File: src/rtl/ser_pkg.sv
// Shared types and legal parameter ranges for the parallel-in/serial-out serializer.
package ser_pkg;

   typedef enum logic [1:0] {
      ST_IDLE  = 2'd0,
      ST_SHIFT = 2'd1,
      ST_GAP   = 2'd2
   } ser_state_t;

   localparam int WIDTH_MIN = 2;
   localparam int WIDTH_MAX = 16;
   localparam int GAP_MIN   = 0;
   localparam int GAP_MAX   = 7;
   localparam int GAP_CNT_W = 3;

   // Gap counter reload value; zero when no gap is configured.
   function automatic logic [GAP_CNT_W-1:0] gap_load(input int gap);
      return (gap > 0) ? GAP_CNT_W'(gap - 1) : '0;
   endfunction

endpackage

File: src/rtl/ser_hold_reg.sv
// One-entry holding register that queues the next word while the current one shifts.
module ser_hold_reg #(
   parameter int WIDTH = 4
) (
   input  logic             clk,
   input  logic             rst_n,
   input  logic [WIDTH-1:0] din,
   input  logic             din_valid,
   input  logic             pop,
   input  logic             bypass,
   output logic             hold_full,
   output logic [WIDTH-1:0] hold_data
);

   logic push;

   // A bypassed word goes straight to the shifter and must not also be captured here.
   assign push = din_valid && !hold_full && !bypass;

   always_ff @(posedge clk or negedge rst_n) begin
      if (!rst_n) begin
         hold_full <= 1'b0;
         hold_data <= '0;
      end else if (pop) begin
         hold_full <= 1'b0;
      end else if (push) begin
         hold_full <= 1'b1;
         hold_data <= din;
      end
   end

endmodule

File: src/rtl/piso_serializer.sv
// Parallel-in/serial-out serializer: valid/ready word input, MSB-first serial output
// with a shift-enable qualifier, one-word holding register and configurable idle gap.
module piso_serializer
   import ser_pkg::*;
#(
   parameter int WIDTH = 4,
   parameter int GAP   = 1
) (
   input  logic             clk,
   input  logic             rst_n,
   input  logic [WIDTH-1:0] din,
   input  logic             din_valid,
   output logic             din_ready,
   output logic             sout,
   output logic             sout_en,
   output logic             word_done,
   output logic             busy
);

   localparam int                   CW       = $clog2(WIDTH);
   localparam logic [CW-1:0]        BIT_LOAD = CW'(WIDTH - 1);
   localparam logic [GAP_CNT_W-1:0] GAP_LD   = gap_load(GAP);

   ser_state_t             state, state_nxt;
   logic [WIDTH-1:0]       sreg, sreg_nxt;
   logic [CW-1:0]          bcnt, bcnt_nxt;
   logic [GAP_CNT_W-1:0]   gcnt, gcnt_nxt;
   logic                   hold_full;
   logic [WIDTH-1:0]       hold_data;
   logic                   accept;
   logic                   pop;
   logic                   bypass;
   logic                   reload;

   assign din_ready = !hold_full;
   assign accept    = din_valid && din_ready;

   ser_hold_reg #(
      .WIDTH (WIDTH)
   ) u_hold (
      .clk       (clk),
      .rst_n     (rst_n),
      .din       (din),
      .din_valid (din_valid),
      .pop       (pop),
      .bypass    (bypass),
      .hold_full (hold_full),
      .hold_data (hold_data)
   );

   always_comb begin
      state_nxt = state;
      sreg_nxt  = sreg;
      bcnt_nxt  = bcnt;
      gcnt_nxt  = gcnt;
      pop       = 1'b0;
      bypass    = 1'b0;
      reload    = 1'b0;

      case (state)
         ST_IDLE: begin
            if (accept) begin
               bypass    = 1'b1;
               sreg_nxt  = din;
               bcnt_nxt  = BIT_LOAD;
               state_nxt = ST_SHIFT;
            end
         end
         ST_SHIFT: begin
            sreg_nxt = {sreg[WIDTH-2:0], 1'b0};
            if (bcnt != '0) begin
               bcnt_nxt = bcnt - CW'(1);
            end else if (GAP > 0) begin
               state_nxt = ST_GAP;
               gcnt_nxt  = GAP_LD;
            end else begin
               reload = 1'b1;
            end
         end
         ST_GAP: begin
            if (gcnt != '0) begin
               gcnt_nxt = gcnt - GAP_CNT_W'(1);
            end else begin
               reload = 1'b1;
            end
         end
         default: state_nxt = ST_IDLE;
      endcase

      // End of a word or gap: a queued word wins over a newly offered one.
      if (reload) begin
         if (hold_full) begin
            pop       = 1'b1;
            sreg_nxt  = hold_data;
            bcnt_nxt  = BIT_LOAD;
            state_nxt = ST_SHIFT;
         end else if (accept) begin
            bypass    = 1'b1;
            sreg_nxt  = din;
            bcnt_nxt  = BIT_LOAD;
            state_nxt = ST_SHIFT;
         end else begin
            state_nxt = ST_IDLE;
         end
      end
   end

   always_ff @(posedge clk or negedge rst_n) begin
      if (!rst_n) begin
         state <= ST_IDLE;
         sreg  <= '0;
         bcnt  <= '0;
         gcnt  <= '0;
      end else begin
         state <= state_nxt;
         sreg  <= sreg_nxt;
         bcnt  <= bcnt_nxt;
         gcnt  <= gcnt_nxt;
      end
   end

   assign sout_en   = (state == ST_SHIFT);
   assign sout      = sout_en && sreg[WIDTH-1];
   assign word_done = sout_en && (bcnt == '0);
   assign busy      = (state != ST_IDLE) || hold_full;

endmodule

File: config.mk
export PLATFORM = sky130hd
export DESIGN_NAME = piso_serializer
export DESIGN_NICKNAME = d
export VERILOG_FILES = /design/src/rtl/ser_pkg.sv /design/src/rtl/ser_hold_reg.sv /design/src/rtl/piso_serializer.sv
export SDC_FILE = /design/constraint.sdc
export NUM_CORES = 1
export LEC_CHECK = 0
export BUFFER_PORTS_ARGS = -buffer_cell sky130_fd_sc_hd__clkbuf_2
export CORE_MARGIN = 3
export CORE_UTILIZATION = 40
export DETAILED_ROUTE_END_ITERATION = 12
export PLACE_DENSITY = 0.61
export SETUP_SLACK_MARGIN = 0.02
export SLEW_MARGIN = 40
export SYNTH_ARGS = -nofsm -noshare
export SYNTH_HDL_FRONTEND = slang
export SYNTH_HIERARCHICAL = 1
export SYNTH_SLANG_ARGS = --single-unit
export TNS_END_PERCENT = 1
File: constraint.sdc
create_clock -name clk -period 4.3 [get_ports clk]
set_clock_uncertainty 0.05 [all_clocks]
set_input_delay 0.86 -clock clk [delete_from_list [all_inputs] [get_ports clk]]
set_output_delay 0.86 -clock clk [all_outputs]
set_load 0.005 [all_outputs]
Word-level counts from Yosys, hierarchy flattened. Index checks and enable logic that the tools add are counted.

Register bits: 16. Input bits: 7.

Add/sub/neg operators: 2. Eq/ne operators: 7. Multiplexer cells: 31. Bitwise operators: 1. Reduce and logical (&&, ||, !) cells: 17.

Operators by type and width (count): $mux 2 (8); $mux 4 (4); $mux 1 (13); $pmux 4 s2 (1); $reduce_bool 2->1 (4); $mux 3 (2); $ne 2x2->1 const B (3); $ne 3x3->1 const B (2); $pmux 2 s3 (1); $pmux 3 s2 (1); $reduce_and 3->1 (2); $logic_and 1x1->1 (4); $logic_not 2->1 (2); $pmux 2 s2 (1); $reduce_bool 3->1 (1); $sub 3x1->3 const B (1); $eq 2x1->1 const B (1); $eq 2x2->1 const B (1); $logic_not 1->1 (2); $reduce_and 2->1 (1); $sub 2x1->2 const B (1); $logic_or 1x1->1 (1); $not 1->1 (1).

Depth between registers and ports, before layout. Gate-level depths: netlist (run 1).

Word-level depth: 11. Gate-level depth with buffers: 7.

Cells and area by module. Netlist (run 1), hierarchy kept.

Modules (own cells, without submodules): piso_serializer (times used 1, cells an instance 75, area an instance 739.5 µm²); ser_hold_reg (times used 1, cells an instance 13, area an instance 209.0 µm²).

Least setup slack after synthesis (run 1). Ideal clock, no wire load.

Path type: input port to flip-flop. Start point: input port din_valid. End point: register u_hold.hold_data[0]. Arrival time: 1.922 ns. Required time: 4.125 ns. Setup slack: 2.203 ns. Stages: 4. Path buffers: 0. Cell sequence: nor2b_2 nor2b_2 nor4b_4 mux2_2.

Word-level cells in the longest chain between the ends: 9.

Ends and longest elaborated chain: start, declared (RTL line piso_serializer.sv:12) `input logic din_valid,`; $logic_and 1x1->1 * (RTL line piso_serializer.sv:36) `assign accept = din_valid && din_ready;`; $mux 1 (RTL line piso_serializer.sv:62) `if (accept) begin`; $mux 1 (RTL line piso_serializer.sv:60) `case (state)`; $mux 1 (RTL line piso_serializer.sv:97) `end else if (accept) begin`; $mux 1 (RTL line piso_serializer.sv:92) `if (hold_full) begin`; $mux 1 * (RTL line piso_serializer.sv:91) `if (reload) begin`; net bypass (RTL line piso_serializer.sv:32) `logic bypass;`; $logic_not 1->1 * (RTL line ser_hold_reg.sv:18) `assign push = din_valid && !hold_full && !bypass;`; $logic_and 1x1->1 * (RTL line ser_hold_reg.sv:18); $reduce_and 2->1 (no line) *; end signal, assigned (RTL line ser_hold_reg.sv:28) `hold_data <= din;`; end, declared (RTL line ser_hold_reg.sv:12) `output logic [WIDTH-1:0] hold_data`.

Mark *: on every way through the listed nets, which the timed path passes. The rest lies on a longest branch. A chain may end at the register's enable or synchronous reset.

Worst setup path in the final report (run 1).
Start point: register state[1]. End point: output port word_done.

Word-level cells in the longest chain between the ends: 2.

Ends and longest elaborated chain: start, declared (RTL line piso_serializer.sv:24) `ser_state_t state, state_nxt;`; start signal, assigned (RTL line piso_serializer.sv:115) `state <= state_nxt;`; $eq 2x1->1 (RTL line piso_serializer.sv:122) `assign sout_en = (state == ST_SHIFT);`; $logic_and 1x1->1 (RTL line piso_serializer.sv:124) `assign word_done = sout_en && (bcnt == '0);`; end, declared (RTL line piso_serializer.sv:16) `output logic word_done,`.

No other way between the ends.

==> results.md, run 1 <==
- Outcome: completed
- Final GP Congestion: 0.7856
- Worst-margin pin slew: 412.3 ps
- Syn Area/Cell: 10.78 sq um
- Maxcap violations: 0
- Die X: 54.70 um
- Cell variety after synth: 34
- Starting Density: 42.47%
- Post_cts resized: 0
- P_sw: 56.28 uW
- Comb pwr share: 4.2%
- Largest area contributor in the netlist: dfrtp_1
- P_leak: 0.0004871 uW
- Setup violations, final: 0
- Ports: 12
- Routed vias: 696
- FF+latch area: 400.4 sq um
- Port-buffer cells: 11
- Fmax: 420.6 MHz
- Top cells by count, synth: dfrtp_1 (16), inv_1 (7), nand2_1 (7), ha_1 (6)
- Minimum clock period: 2377 ps
- Core Rows: 17
- H-tree depth: 1
- DR WL/cell: 13.08 um
- Post-cts hold buffer count: 0
- Number of synthesized register bits: 16
- R2r endpoint: u_hold/hold_data[2]
- Synth Warn #: 6
- Filler cells: 218
- FF-to-FF Start: gcnt[0]
- Post-Syn Area: 948.4 sq um
- Clock share of power: 37.5%
- Congestion Overflow GR: 0
- 1st-iter DRT viols: 5
- Post-Syn Instances: 88
- Diodes inserted: 0
- RSZ-0062 raised after global routing: no
- Setup bufs post-CTS: 0
- Crit path to: word_done
- Dpl hpwl: 1314 um
- Critical path endpoint category: output port
- Sw frac: 21.10%
- Min-Delay Path Class: in -> async
- Fin util: 48.12%
- Syn nets: 101
- Remaining DRCs: 0
- Crit path required time: 3390 ps
- Worst EP arrival: 1470 ps
- DR vias/cell: 5.313
- Clock buffer depth: 2
- EDFF count, synth: 0
- Largest net degree at the start of global routing: 17
- Seq/Total Area, Yosys: 42.22%
- CTS clk-pin slew, worst paths: 90 ps
- Cts bufs inserted: 3
- ANT nets after route: 0
- Die area: 2992 sq um
- Clock Latency Late Sink: 290 ps
- Ys async rst share: 100.0%
- Reg2Reg Depth: 7
- Max-slew violation count: 0
- PwrDens: 248.2 nW/um^2
- Initial DRT Pass Iterations: 4
- Crit path kind: reg -> out
- Slew margin rel.: 72.51%
- Maximum vdd drop: 219.4 uV
- Most common cell in the netlist: dfrtp_1
- First-pass GRT wire length: 3036 um
- CP Launch Point: state[1]
- Initial antenna violation count: 0
- Final std cells w/o fill: 131
- Sum Neg Setup Slack: 0 ps
- Top post-synthesis cells by area: dfrtp_1 (42%), ha_1 (7.9%), mux2_2 (4.7%)
- CTS tree: done
- Reg2reg setup slack: 2160 ps
- Critical path launch point type: flop
- Vias in the first global route: 684
- Fin nets: 117
- Core area: 2233 sq um
- WL final: 1714 um
- Root Buffer: clkbuf_4
- Multi-input gate area: 514.2 sq um
- Main synth FF type: dfrtp_1
- Internal Power: 210.5 uW
- Post-synth top area share: 42.22%
- DP Cell Count: 127
- Synth-to-Final Area Change: 13.32%
- Tot GR Track Use: 14.27%
- Die height: 54.70 um
- Fin crit share: 55.29%
- Share of layout cells above drive strength 1: 28.16%
- Clock sink count: 16
- Final Hold Fails: 0
- Sequential Power Share: 58.3%
- CP max FO: 7
-- cell type report --
class                           count  share of cell area, %
Multi-Input combinational cell     63                  47.85
Timing Repair Buffer               11                  5.122
Inverter                            9                  3.143
Clock buffer                        4                  3.376
Tap cell                           28                  3.260
Sequential cell                    16                  37.25
-- power by group through the flow --
stage               registers [uW]  clock network (uW)  logic, uW
floorplan                      158                   0       4.06
global placement               159                   0       11.2
detailed placement             158                   0       11.5
CTS                            156                 103       11.5
global route                   156                 114       12.7
finish                         156                 100       11.2
-- flip-flops by register name, summed over array words and instances, names as in the netlist --
register,count
u_hold/hold_full,1
bcnt,2
sreg,4
state,2
u_hold/hold_data,4
gcnt,3
-- worst max-delay path, stage by stage (launching register included) --
cell	delay (ps)
dfrtp_1	410
inv_1	100
ha_1	310
nor3b_1	210
clkbuf_2	140
-- metal layers --
layer  wire [um]  track usage (%)
met2         798            23.03
met5           0                0
met1         843            18.49
met3          52            2.452
met4          20            6.224
-- through the flow --
step	power (uW)	hold WS, ps	area [sq um]	setup slack [ps]
floorplan	162.0	394.5	948.4	2203
global placement	169.8	413.8	1039	1987
detailed placement	169.8	420.3	1039	1950
CTS	269.9	436.9	1075	1903
global route	282.4	440.4	1075	1755
finish	266.7	429.6	1075	1923
-- placed cells by master (no fill, tap or decap), drive strengths merged, types with 4 or more instances in the layout --
master  count
clkbuf     15
nor2        4
a21oi       4
inv         9
ha          6
nand2       8
nor2b       4
dfrtp      16
o21ai       6
mux2        5
-- how the worst min path moves through the flow --
| stage | startpoint | endpoint | slack, ps | depth (start not counted) |
|---|---|---|---|---|
| after floorplan | gcnt[0] | gcnt[0] | 390 | 1 |
| after global placement | gcnt[0] | gcnt[0] | 410 | 1 |
| after detailed placement | gcnt[0] | gcnt[0] | 420 | 1 |
| after CTS | gcnt[0] | gcnt[0] | 440 | 1 |
| after global routing | rst_n | state[0] | 440 | 1 |
| final | rst_n | gcnt[1] | 430 | 1 |
-- kinds of logic after synthesis --
group	Yosys count	synth area share (%)
simple gates	26	18.60
buf+inv	9	3.563
fa+ha+maj	6	7.915
compound gates	25	20.45
mux	5	6.332
flops	16	42.22
xor+xnor	1	0.9237
(Power assumes the default switching activity.)
==> run 2, diff against run 1 <==
clock period = 2.4 ns   (was 4.3 ns; I/O delays follow)
==> run 2 against run 1 <==
  * Non-clock buffer count stayed put
  * Count of clock-buffer cells in the layout did not move
  * Final area unchanged
  * Critical endpoint is now u_hold/hold_data[0]
  * Largest power group unchanged
  * Setup slack lost 1700 ps
==> results.md, run 2 (synthesis results as in run 1) <==
- Outcome: completed (unchanged)
- Crit path required time: 2520 ps (was 3390 ps)
- Die X: 54.70 um (unchanged)
- CTS tree: done (unchanged)
- Placement Cell Area: 1039 sq um (unchanged)
- Met1 usage: 19.83% (was 18.49%)
- Worst EP arrival: 2280 ps (was 1470 ps)
- FF-to-FF Start: gcnt[0] (unchanged)
- Routed vias: 695 (was 696)
- DP Cell Count: 127 (unchanged)
- Min-Delay Path Class: in -> async (unchanged)
- CP max FO: 5 (was 7)
- Sum Neg Setup Slack: 0 ps (unchanged)
- Final std cells w/o fill: 131 (unchanged)
- H-tree depth: 1 (unchanged)
- Fin crit share: 90.26%
- Crit path kind: reg -> reg (was reg -> out)
- DR vias/cell: 5.305 (was 5.313)
- Fmax: 461.6 MHz
- P_leak: 0.0004871 uW (unchanged)
- Final Hold Fails: 0 (unchanged)
- Slew margin rel.: 73.89% (was 72.51%)
- Fin nets: 117 (unchanged)
- First-pass GRT wire length: 3084 um (was 3036 um)
- 1st-iter DRT viols: 11 (was 5)
- Hold slack: 41.75 ps (was 429.6 ps)
- Diodes inserted: 0 (unchanged)
- Design Power: 477.9 uW (was 266.7 uW)
- DR WL/cell: 13.23 um (was 13.08 um)
- Reg2reg setup slack: 230 ps (was 2160 ps)
- Commonest non-fill, non-tap cell in the layout: dfrtp_1 (unchanged)
- Starting Density: 42.47% (unchanged)
- Remaining DRCs: 0 (unchanged)
- Maximum vdd drop: 250.2 uV (was 219.4 uV)
- Critical path launch point type: flop (unchanged)
- Setup bufs post-CTS: 0 (unchanged)
- Cts bufs inserted: 3 (unchanged)
- Die height: 54.70 um (unchanged)
- Setup violations, final: 0 (unchanged)
- Clock sink count: 16 (unchanged)
- Clock buffer depth: 2 (unchanged)
- CTS clk-pin slew, worst paths: 110 ps (was 90 ps)
- Root Buffer: clkbuf_4 (unchanged)
- Post-cts hold buffer count: 0 (unchanged)
- Core area: 2233 sq um (unchanged)
- Filler cells: 217 (was 218)
- Port-buffer cells: 11 (unchanged)
- Vias in the first global route: 694 (was 684)
- Largest net degree at the start of global routing: 17 (unchanged)
- R2r endpoint: u_hold/hold_data[0] (was u_hold/hold_data[2])
- Clock Latency Late Sink: 290 ps (about the same)
- Final Instance Area: 1075 sq um (unchanged)
- Reg2Reg Depth: 7 (unchanged)
- GR peak layer: met2 (unchanged)
- Initial DRT Pass Iterations: 4 (unchanged)
- M3 GR Usage: 3.270% (was 2.452%)
- Most frequent cells in the layout: dfrtp_1 (16), clkbuf_2 (11), inv_1 (7), nand2_1 (7), ha_1 (6) (unchanged)
- Worst-margin pin slew: 391.7 ps (was 412.3 ps)
- Top Registers: sreg x4, u_hold/hold_data x4, gcnt x3 (unchanged)
- Initial antenna violation count: 0 (unchanged)
- Share of layout cells above drive strength 1: 28.16% (unchanged)
- RSZ-0062 raised after global routing: no (unchanged)
- Core Rows: 17 (unchanged)
- Tot GR Track Use: 14.38% (was 14.27%)
- Congestion Overflow GR: 0 (unchanged)
- Max-slew violation count: 0 (unchanged)
- Minimum clock period: 2166 ps
- Die area: 2992 sq um (unchanged)
- WL final: 1733 um (was 1714 um)
- PwrDens: 444.6 nW/um^2 (was 248.2 nW/um^2)
- Final GP Congestion: 0.8078 (was 0.7856)
- Maxcap violations: 0 (unchanged)
- ANT nets after route: 0 (unchanged)
- Post_cts resized: 0 (unchanged)
- Dpl hpwl: 1351 um (was 1314 um)
- Critical path endpoint category: flop (was output port)
- GR met2 Demand/Resource: 21.46% (was 23.03%)
- Synth-to-Final Area Change: 13.32% (unchanged)
- Ports: 12 (unchanged)
[run 2: cell counts in the layout (fill, tap and decap cells not counted)]
Identical to the previous run, type by type.
[run 2: through the flow]
step / worst slack (ps) / util [%]
6_report: 233.7 / 48.12
3_5_place_dp: 271.5 / 46.50
2_1_floorplan: 433.6 / -
5_1_grt: 119.2 / 48.12
4_1_cts: 226.1 / 48.12
3_3_place_gp: 321.8 / 46.50
[run 2: area by class of cell]
cell class              count  area [sq um]  area share, %
clock buffers               4         36.28          3.376
inverters                   9         33.78          3.143
multi-input cells          63         514.2          47.85
flip-flops and latches     16         400.4          37.25
well taps                  28         35.03          3.260
repair buffers             11         55.05          5.122
[run 2: critical path, stage by stage, from the launching register on]
cell	delay, ps
dfrtp_1	390
inv_1	50
ha_1	190
ha_1	250
a21oi_1	230
nor2b_2	110
nor4b_4	390
mux2_2	380
[run 2: how the worst max path moves through the flow]
| stage | endpoint | slack, ps | startpoint | depth (start not counted) |
|---|---|---|---|---|
| final | u_hold/hold_data[0] | 230 | gcnt[0] | 7 |
| after global routing | u_hold/hold_data[0] | 120 | state[0] | 6 |
| after CTS | u_hold/hold_data[0] | 230 | gcnt[0] | 7 |
| after detailed placement | u_hold/hold_data[0] | 270 | gcnt[0] | 7 |
| after global placement | u_hold/hold_data[0] | 320 | gcnt[0] | 7 |
| after floorplan | u_hold/hold_data[0] | 430 | gcnt[0] | 7 |
[run 2: report_power, final]
part           internal, uW  switching [uW]  total [uW]
combinational          9.31            10.4        19.7
sequential              275            3.49         279
clock                  92.2            87.1         179
[run 2: routing by layer]
metal	up-vias	part of all wire, %
met5	-	0
met4	0	0.58
met3	2	3.0
met2	10	47
met1	333	50
li1	350	-
